`config.mk`:
```
export PLATFORM = sky130hd
export DESIGN_NAME = dark_decode
export DESIGN_NICKNAME = d
export VERILOG_FILES = /design/src/rtl/dark_pkg.sv /design/src/rtl/dark_skid.sv /design/src/rtl/dark_decode.sv
export SDC_FILE = /design/constraint.sdc
export NUM_CORES = 1
export LEC_CHECK = 0
export CORE_ASPECT_RATIO = 1.4
export CORE_MARGIN = 2
export CORE_UTILIZATION = 47
export DETAILED_ROUTE_END_ITERATION = 8
export HOLD_SLACK_MARGIN = 0.12
export PLACE_DENSITY = 0.77
export SYNTH_ARGS = -nofsm -noshare
export SYNTH_HDL_FRONTEND = slang
export SYNTH_SLANG_ARGS = --single-unit
```
`constraint.sdc`:
```
create_clock -name clk -period 6.1 [get_ports clk]
set_clock_uncertainty 0.05 [all_clocks]
set_input_delay 1.22 -clock clk [delete_from_list [all_inputs] [get_ports clk]]
set_output_delay 1.22 -clock clk [all_outputs]
set_load 0.01 [all_outputs]
```
`src/rtl/dark_pkg.sv`:
```
// dark_pkg: shared definitions for the dark_decode slice.
//   - RV32I major-opcode constants
//   - inst_cls_e : 4-bit instruction class reported to execute
//   - imm_fmt_e  : immediate format selector for imm_gen()
//   - decoded_t  : one decoded instruction as held in the output slots
//   - imm_gen()  : sign-extending immediate builder for all RV32I formats
package dark_pkg;

    localparam int unsigned DARK_XLEN = 32;

    localparam logic [6:0] OP_LUI   = 7'b0110111;
    localparam logic [6:0] OP_AUIPC = 7'b0010111;
    localparam logic [6:0] OP_JAL   = 7'b1101111;
    localparam logic [6:0] OP_JALR  = 7'b1100111;
    localparam logic [6:0] OP_BCC   = 7'b1100011;
    localparam logic [6:0] OP_LCC   = 7'b0000011;
    localparam logic [6:0] OP_SCC   = 7'b0100011;
    localparam logic [6:0] OP_MCC   = 7'b0010011;
    localparam logic [6:0] OP_RCC   = 7'b0110011;
    localparam logic [6:0] OP_FCC   = 7'b0001111;
    localparam logic [6:0] OP_CCC   = 7'b1110011;
    localparam logic [6:0] OP_MAC   = 7'b1111111;

    typedef enum logic [3:0] {
        CLS_NOP   = 4'd0,
        CLS_LUI   = 4'd1,
        CLS_AUIPC = 4'd2,
        CLS_JAL   = 4'd3,
        CLS_JALR  = 4'd4,
        CLS_BCC   = 4'd5,
        CLS_LCC   = 4'd6,
        CLS_SCC   = 4'd7,
        CLS_MCC   = 4'd8,
        CLS_RCC   = 4'd9,
        CLS_MAC   = 4'd10
    } inst_cls_e;

    typedef enum logic [2:0] {
        IMM_NONE = 3'd0,
        IMM_I    = 3'd1,
        IMM_S    = 3'd2,
        IMM_B    = 3'd3,
        IMM_U    = 3'd4,
        IMM_J    = 3'd5
    } imm_fmt_e;

    typedef struct packed {
        logic [DARK_XLEN-1:0] pc;
        inst_cls_e            cls;
        logic [4:0]           rd;
        logic [4:0]           rs1;
        logic [4:0]           rs2;
        logic [2:0]           fct3;
        logic [6:0]           fct7;
        logic [DARK_XLEN-1:0] imm;
        logic                 illegal;
    } decoded_t;

    // Takes inst[31:7] only: the opcode bits never contribute to an immediate.
    function automatic logic [31:0] imm_gen(input logic [31:7] ib, input imm_fmt_e fmt);
        logic [31:0] imm;
        case (fmt)
            IMM_I:   imm = {{20{ib[31]}}, ib[31:20]};
            IMM_S:   imm = {{20{ib[31]}}, ib[31:25], ib[11:7]};
            IMM_B:   imm = {{19{ib[31]}}, ib[31], ib[7], ib[30:25], ib[11:8], 1'b0};
            IMM_U:   imm = {ib[31:12], 12'd0};
            IMM_J:   imm = {{11{ib[31]}}, ib[31], ib[19:12], ib[20], ib[30:21], 1'b0};
            default: imm = 32'd0;
        endcase
        return imm;
    endfunction

endpackage

```
`src/rtl/dark_skid.sv`:
```
// dark_skid: two-entry valid/ready elastic buffer for decoded_t with flush.
//   clk, res           : clock, asynchronous active-high reset
//   flush              : empties both entries, discards a same-cycle input
//   in_valid/in_ready  : upstream handshake (in_ready is a pure flop output)
//   in_data            : entry to load
//   out_valid/out_ready: downstream handshake
//   out_data           : main-slot contents, held stable while stalled
// The main slot drives the outputs; the skid slot catches the one extra
// entry that arrives in the cycle execute first stalls.
module dark_skid
    import dark_pkg::*;
#(
    parameter decoded_t RST_VAL = '0
) (
    input  logic     clk,
    input  logic     res,
    input  logic     flush,
    input  logic     in_valid,
    output logic     in_ready,
    input  decoded_t in_data,
    output logic     out_valid,
    input  logic     out_ready,
    output decoded_t out_data
);

    decoded_t main_q, main_d;
    decoded_t skid_q, skid_d;
    logic     main_vld_q, main_vld_d;
    logic     skid_vld_q, skid_vld_d;
    logic     rdy_q, rdy_d;
    logic     accept_s;
    logic     drain_s;

    assign accept_s = in_valid & rdy_q;
    assign drain_s  = main_vld_q & out_ready;

    // Next-state for both slots; flush overrides every transfer.
    always_comb begin
        main_d     = main_q;
        main_vld_d = main_vld_q;
        skid_d     = skid_q;
        skid_vld_d = skid_vld_q;
        if (flush) begin
            main_vld_d = 1'b0;
            skid_vld_d = 1'b0;
        end else if (!main_vld_q || drain_s) begin
            // Main slot is free this cycle: refill from skid first to keep order.
            // rdy_q is low whenever the skid is full, so no input arrives then.
            if (skid_vld_q) begin
                main_d     = skid_q;
                main_vld_d = 1'b1;
                skid_vld_d = 1'b0;
            end else if (accept_s) begin
                main_d     = in_data;
                main_vld_d = 1'b1;
            end else begin
                main_vld_d = 1'b0;
            end
        end else begin
            if (accept_s) begin
                skid_d     = in_data;
                skid_vld_d = 1'b1;
            end else begin
                skid_vld_d = skid_vld_q;
            end
        end
        // Ready is registered from the next skid state so it never sees out_ready combinationally.
        rdy_d = ~skid_vld_d;
    end

    // Slot and ready registers.
    always_ff @(posedge clk or posedge res) begin
        if (res) begin
            main_q     <= RST_VAL;
            skid_q     <= RST_VAL;
            main_vld_q <= 1'b0;
            skid_vld_q <= 1'b0;
            rdy_q      <= 1'b1;
        end else begin
            main_q     <= main_d;
            skid_q     <= skid_d;
            main_vld_q <= main_vld_d;
            skid_vld_q <= skid_vld_d;
            rdy_q      <= rdy_d;
        end
    end

    assign in_ready  = rdy_q;
    assign out_valid = main_vld_q;
    assign out_data  = main_q;

endmodule

```
`src/rtl/dark_decode.sv`:
```
// dark_decode: RV32I decode stage between fetch and execute.
//   clk, res               : clock, asynchronous active-high reset
//   in_valid/in_ready      : fetch handshake; in_pc/in_inst the presented word
//   flush                  : drop everything held plus any same-cycle input
//   out_valid/out_ready    : execute handshake
//   out_pc, out_cls, out_rd, out_rs1, out_rs2, out_fct3, out_fct7,
//   out_imm, out_illegal   : registered decoded fields
// Optional feature macro DARK_DECODE_MAC_EN: when defined, opcode 7'b1111111
// decodes as CLS_MAC (R-type, imm 0, rd written); otherwise it is illegal.
module dark_decode
    import dark_pkg::*;
#(
    parameter int unsigned      XLEN     = 32,
    parameter logic [XLEN-1:0]  RESET_PC = 32'h0
) (
    input  logic            clk,
    input  logic            res,
    input  logic            in_valid,
    output logic            in_ready,
    input  logic [XLEN-1:0] in_pc,
    input  logic [XLEN-1:0] in_inst,
    input  logic            flush,
    output logic            out_valid,
    input  logic            out_ready,
    output logic [XLEN-1:0] out_pc,
    output logic [3:0]      out_cls,
    output logic [4:0]      out_rd,
    output logic [4:0]      out_rs1,
    output logic [4:0]      out_rs2,
    output logic [2:0]      out_fct3,
    output logic [6:0]      out_fct7,
    output logic [XLEN-1:0] out_imm,
    output logic            out_illegal
);

    localparam decoded_t RST_DEC = '{
        pc:      DARK_XLEN'(RESET_PC),
        cls:     CLS_NOP,
        rd:      5'd0,
        rs1:     5'd0,
        rs2:     5'd0,
        fct3:    3'd0,
        fct7:    7'd0,
        imm:     32'd0,
        illegal: 1'b0
    };

    logic [31:0] inst_s;
    logic [6:0]  opcode_s;
    imm_fmt_e    fmt_s;
    decoded_t    dec_s;
    decoded_t    held_s;

    assign inst_s   = DARK_XLEN'(in_inst);
    assign opcode_s = inst_s[6:0];

    // Combinational decode of the presented instruction word.
    always_comb begin
        dec_s.pc      = DARK_XLEN'(in_pc);
        dec_s.cls     = CLS_NOP;
        dec_s.rd      = inst_s[11:7];
        dec_s.rs1     = inst_s[19:15];
        dec_s.rs2     = inst_s[24:20];
        dec_s.fct3    = inst_s[14:12];
        dec_s.fct7    = inst_s[31:25];
        dec_s.illegal = 1'b0;
        fmt_s         = IMM_NONE;
        if (inst_s[1:0] != 2'b11) begin
            dec_s.illegal = 1'b1;
        end else begin
            case (opcode_s)
                OP_LUI:   begin dec_s.cls = CLS_LUI;   fmt_s = IMM_U; end
                OP_AUIPC: begin dec_s.cls = CLS_AUIPC; fmt_s = IMM_U; end
                OP_JAL:   begin dec_s.cls = CLS_JAL;   fmt_s = IMM_J; end
                OP_JALR:  begin dec_s.cls = CLS_JALR;  fmt_s = IMM_I; end
                OP_BCC:   begin dec_s.cls = CLS_BCC;   fmt_s = IMM_B; end
                OP_LCC:   begin dec_s.cls = CLS_LCC;   fmt_s = IMM_I; end
                OP_SCC:   begin dec_s.cls = CLS_SCC;   fmt_s = IMM_S; end
                OP_MCC:   begin dec_s.cls = CLS_MCC;   fmt_s = IMM_I; end
                OP_RCC:   begin dec_s.cls = CLS_RCC;   fmt_s = IMM_NONE; end
                // Fence and system instructions are legal but do nothing here.
                OP_FCC:   begin dec_s.cls = CLS_NOP;   fmt_s = IMM_NONE; end
                OP_CCC:   begin dec_s.cls = CLS_NOP;   fmt_s = IMM_NONE; end
`ifdef DARK_DECODE_MAC_EN
                OP_MAC:   begin dec_s.cls = CLS_MAC;   fmt_s = IMM_NONE; end
`endif
                default:  begin dec_s.illegal = 1'b1;  fmt_s = IMM_NONE; end
            endcase
        end
        dec_s.imm = imm_gen(inst_s[31:7], fmt_s);
        // Classes without a destination report rd=0; illegal words land on CLS_NOP.
        if ((dec_s.cls == CLS_BCC) || (dec_s.cls == CLS_SCC) || (dec_s.cls == CLS_NOP)) begin
            dec_s.rd = 5'd0;
        end else begin
            dec_s.rd = inst_s[11:7];
        end
    end

    dark_skid #(
        .RST_VAL (RST_DEC)
    ) u_skid (
        .clk       (clk),
        .res       (res),
        .flush     (flush),
        .in_valid  (in_valid),
        .in_ready  (in_ready),
        .in_data   (dec_s),
        .out_valid (out_valid),
        .out_ready (out_ready),
        .out_data  (held_s)
    );

    assign out_pc      = XLEN'(held_s.pc);
    assign out_cls     = held_s.cls;
    assign out_rd      = held_s.rd;
    assign out_rs1     = held_s.rs1;
    assign out_rs2     = held_s.rs2;
    assign out_fct3    = held_s.fct3;
    assign out_fct7    = held_s.fct7;
    assign out_imm     = XLEN'(held_s.imm);
    assign out_illegal = held_s.illegal;

endmodule

```
==> results.sh <==
export IMPL_run_status="complete, no violations"
export IMPL_placeableCoreArea_um2=17500
export IMPL_finalCriticalPeriod_ps=3700
export IMPL_ctsHtreeMaxLevel=4
export IMPL_drv_max_cap_violation_count=0
export IMPL_ctsLongestPathBuffers=2
export IMPL_reg2reg_depth=5
export IMPL_worst_path_max_fanout=28
export IMPL_regToRegEndpoint="u_skid.out_data[19]"
export IMPL_synth_top_cell_area_share_pct=56.4
export IMPL_slew_limit_headroom_pct=23.9
export IMPL_seq_area_frac_synth_pct=56.7
export IMPL_critical_path_most_common_cell="nor2_1"
export IMPL_most_common_cell_after_layout_fill_and_taps_aside="nand2_1"
export IMPL_drt_antenna_violating_nets=0
export IMPL_sink_count=191
export IMPL_fp_dieArea_um2=19000
export IMPL_detail_route_vias_per_cell=5.43
export IMPL_startpoint_type="input pin"
export IMPL_crit_path_max_incr_delay_ps=940
export IMPL_dpl_cell_count=1249
export IMPL_timing_final_crit_share_pct=60.6
export IMPL_reg2reg_from="u_skid.skid_vld_q"
export IMPL_setup_viol_count_final=0
export IMPL_hold_buffers=0
export IMPL_clock_latency_ps=420
export IMPL_power_frac_seq_pct=47.3
export IMPL_synthDistinctLibCells=47
export IMPL_power_frac_comb_pct=19.2
export IMPL_final_hold_viol_count=0
export IMPL_drive_above_1_share_pct=4.59
export IMPL_detailedPlacementHpwl_um=13700
export IMPL_clkTransAtPathRegs_ps=80
export IMPL_overflow=0
export IMPL_netlist_instances=914
export IMPL_yosys_top_cells_area="dfrtp_1 (56%), nand2_1 (10%), mux2i_1 (6.1%), a21oi_1 (5.0%), nor2_1 (4.3%)"
export IMPL_fmaxAchievable_mhz=270
export IMPL_power_frac_clock_pct=33.4
export IMPL_synth_area_leader_cell="dfrtp_1"
export IMPL_clock_tree_root_cell="clkbuf_16"
export IMPL_cts_post_setup_buffers_inserted=0
export IMPL_chipHeight_um=162
export IMPL_ys_warn_count=0
export IMPL_crit_start="flush"
export IMPL_cts_resized=0
export IMPL_timing_worst_slew_pin_value_ps=1140
export IMPL_post_layout_total_power_mw=3.40
export IMPL_worst_r2r_setup_slack_ps=2990
export IMPL_via_count=6959
export IMPL_yosys_most_used_dff="dfrtp_1"
export IMPL_place_congestion=0.811
export IMPL_iteration_0_drc_count_of_the_detailed_router=598
export IMPL_placement_rows=57
export IMPL_pin_count=165
export IMPL_slew_violations=0
export IMPL_timing_worst_setup_path_type="input pin to register"
export IMPL_grt_setup_unrepaired="false"
export IMPL_path_cells="clkdlybuf4s50_1, nor2_1, nand2_1, nor2_1, a31oi_1"
export IMPL_synth_ff_latch_count=191
export IMPL_grt_first_pass_wirelength_um=35200
export IMPL_synthesis_area_um2=8430
export IMPL_area_growth_syn_to_layout_pct=27.8
export IMPL_wl_per_cell_um=16.9
export IMPL_power_switching_share_pct=28.9
export IMPL_vdd_ir_drop_worst_uv=168
export IMPL_power_report_internal_total_mw=2.42
export IMPL_tritoncts="yes"
export IMPL_track_usage_pct=23.4
export IMPL_netSwitchingPower_mw=0.981
export IMPL_synth_edff_count=0
export IMPL_io_buffers=164
export IMPL_static_leakage_power_nw=4.65
export IMPL_grt_max_degree=192
export IMPL_endpoint="u_skid.out_data[19]"
export IMPL_critical_path_slowest_cell="nor2_1"
export IMPL_detail_route_drc_violations=0
export IMPL_powerDensity_nw_per_um2=316
export IMPL_worstPathArrival_ps=3920
export IMPL_number_of_global_route_vias_before_repair=6833
export IMPL_mappedNetlistNets=983
export IMPL_worstHoldPathType="register to register"
export IMPL_first_pass_iters=5
export IMPL_fillers=1439
export IMPL_numCtsBuffers=17
export IMPL_synth_avg_cell_area_um2=9.22
export IMPL_initial_utilization_pct=48.2
export IMPL_worst_ep_required_time_ps=6320
export IMPL_async_flop_share_pct=100
export IMPL_wirelength_um=21700
export IMPL_floorplan_die_width_um=117
export IMPL_antenna_violations_before_repair=1
export IMPL_timing_critical_path_to_type="register"
export IMPL_setup_tns_final_ps=0
export IMPL_fin_cells=1282
export IMPL_final_cell_mix="nand2_1 (227), dfrtp_1 (189), clkdlybuf4s50_1 (164)"
export IMPL_fin_nets=1101
==> logic make-up after synthesis <==
family,count (synthesis),share of synthesized area (%)
XOR/XNOR,1,0.104
flip-flops,191,56.7
buffers and inverters,75,3.68
AND/OR/NAND/NOR,391,19.4
AO/OA/AOI/OAI,203,13.7
multiplexers,53,6.33
==> state kept, by name, summed over array words and instances, names as in the netlist <==
| signal | flops |
|---|---|
| u_skid.in_ready | 1 |
| u_skid.out_valid | 1 |
| u_skid.skid_q | 94 |
| u_skid.skid_vld_q | 1 |
| u_skid.out_data | 94 |
==> final cells by class <==
cell class	count	area [um^2]	area share [%]
Tap cell	236	295	2.74
Clock inverter	15	188	1.74
Inverter	5	22.5	0.209
Multi-Input combinational cell	648	3350	31.1
Timing Repair Buffer	169	1700	15.8
Antenna cell	1	2.50	0.0232
Clock buffer	17	425	3.95
Sequential cell	191	4780	44.4
==> power groups by stage <==
stage | sequential (mW) | combinational [mW] | clock (mW)
after floorplan | 1.65 | 0.278 | 0
after global placement | 1.63 | 0.642 | 0
after detailed placement | 1.63 | 0.658 | 0
after CTS | 1.61 | 0.663 | 1.15
after global routing | 1.64 | 0.725 | 1.20
final | 1.61 | 0.654 | 1.14
==> metal layers <==
layer	wire length [um]	track usage [%]	part of all wire, %
met1	9370	33.0	43
met2	10700	36.7	49
met3	1200	4.17	5.6
met4	384	8.07	1.8
met5	0	0	0
==> stage by stage <==
| step | cell area [um^2] | utilization (%) | setup WS, ps | hold WS (ps) |
|---|---|---|---|---|
| after detailed placement | 10200 | 58.1 | 2010 | 412 |
| after global routing | 10800 | 61.6 | 2130 | 446 |
| after floorplan | 8430 | - | 2370 | 395 |
| after global placement | 10200 | 58.1 | 2050 | 407 |
| after CTS | 10800 | 61.6 | 2440 | 431 |
| final | 10800 | 61.6 | 2400 | 425 |
==> cell usage after synthesis (all sizes together) (3+ instances only) <==
master / count
nand2: 227
dfrtp: 190
nor2: 97
a21oi: 85
clkbuf: 58
mux2i: 51
o21ai: 51
a31oi: 38
nand3: 26
buf: 12
or4: 12
a21o: 8
a2bb2oi: 5
inv: 5
a22oi: 4
nor3: 4
and2: 3
and3: 3
nand4: 3
nor2b: 3
==> how the worst min path moves through the flow <==
stage	startpoint	end	slack (ps)	depth (start not counted)
CTS	u_skid.skid_q[80]	u_skid.skid_q[80]	430	2
global route	u_skid.skid_q[8]	u_skid.skid_q[8]	450	2
detailed placement	u_skid.skid_q[80]	u_skid.skid_q[80]	410	2
finish	u_skid.skid_q[80]	u_skid.skid_q[80]	430	2
global placement	u_skid.skid_q[62]	u_skid.skid_q[62]	410	2
floorplan	u_skid.skid_q[33]	u_skid.skid_q[33]	400	2
==> worst max-delay path: cells and delay by family <==
kind | cells | cell delay (ps)
simple gates | 3 | 1820
buf+inv | 1 | 680
compound gates | 1 | 190
No activity file was read; power rests on OpenSTA's default activity.
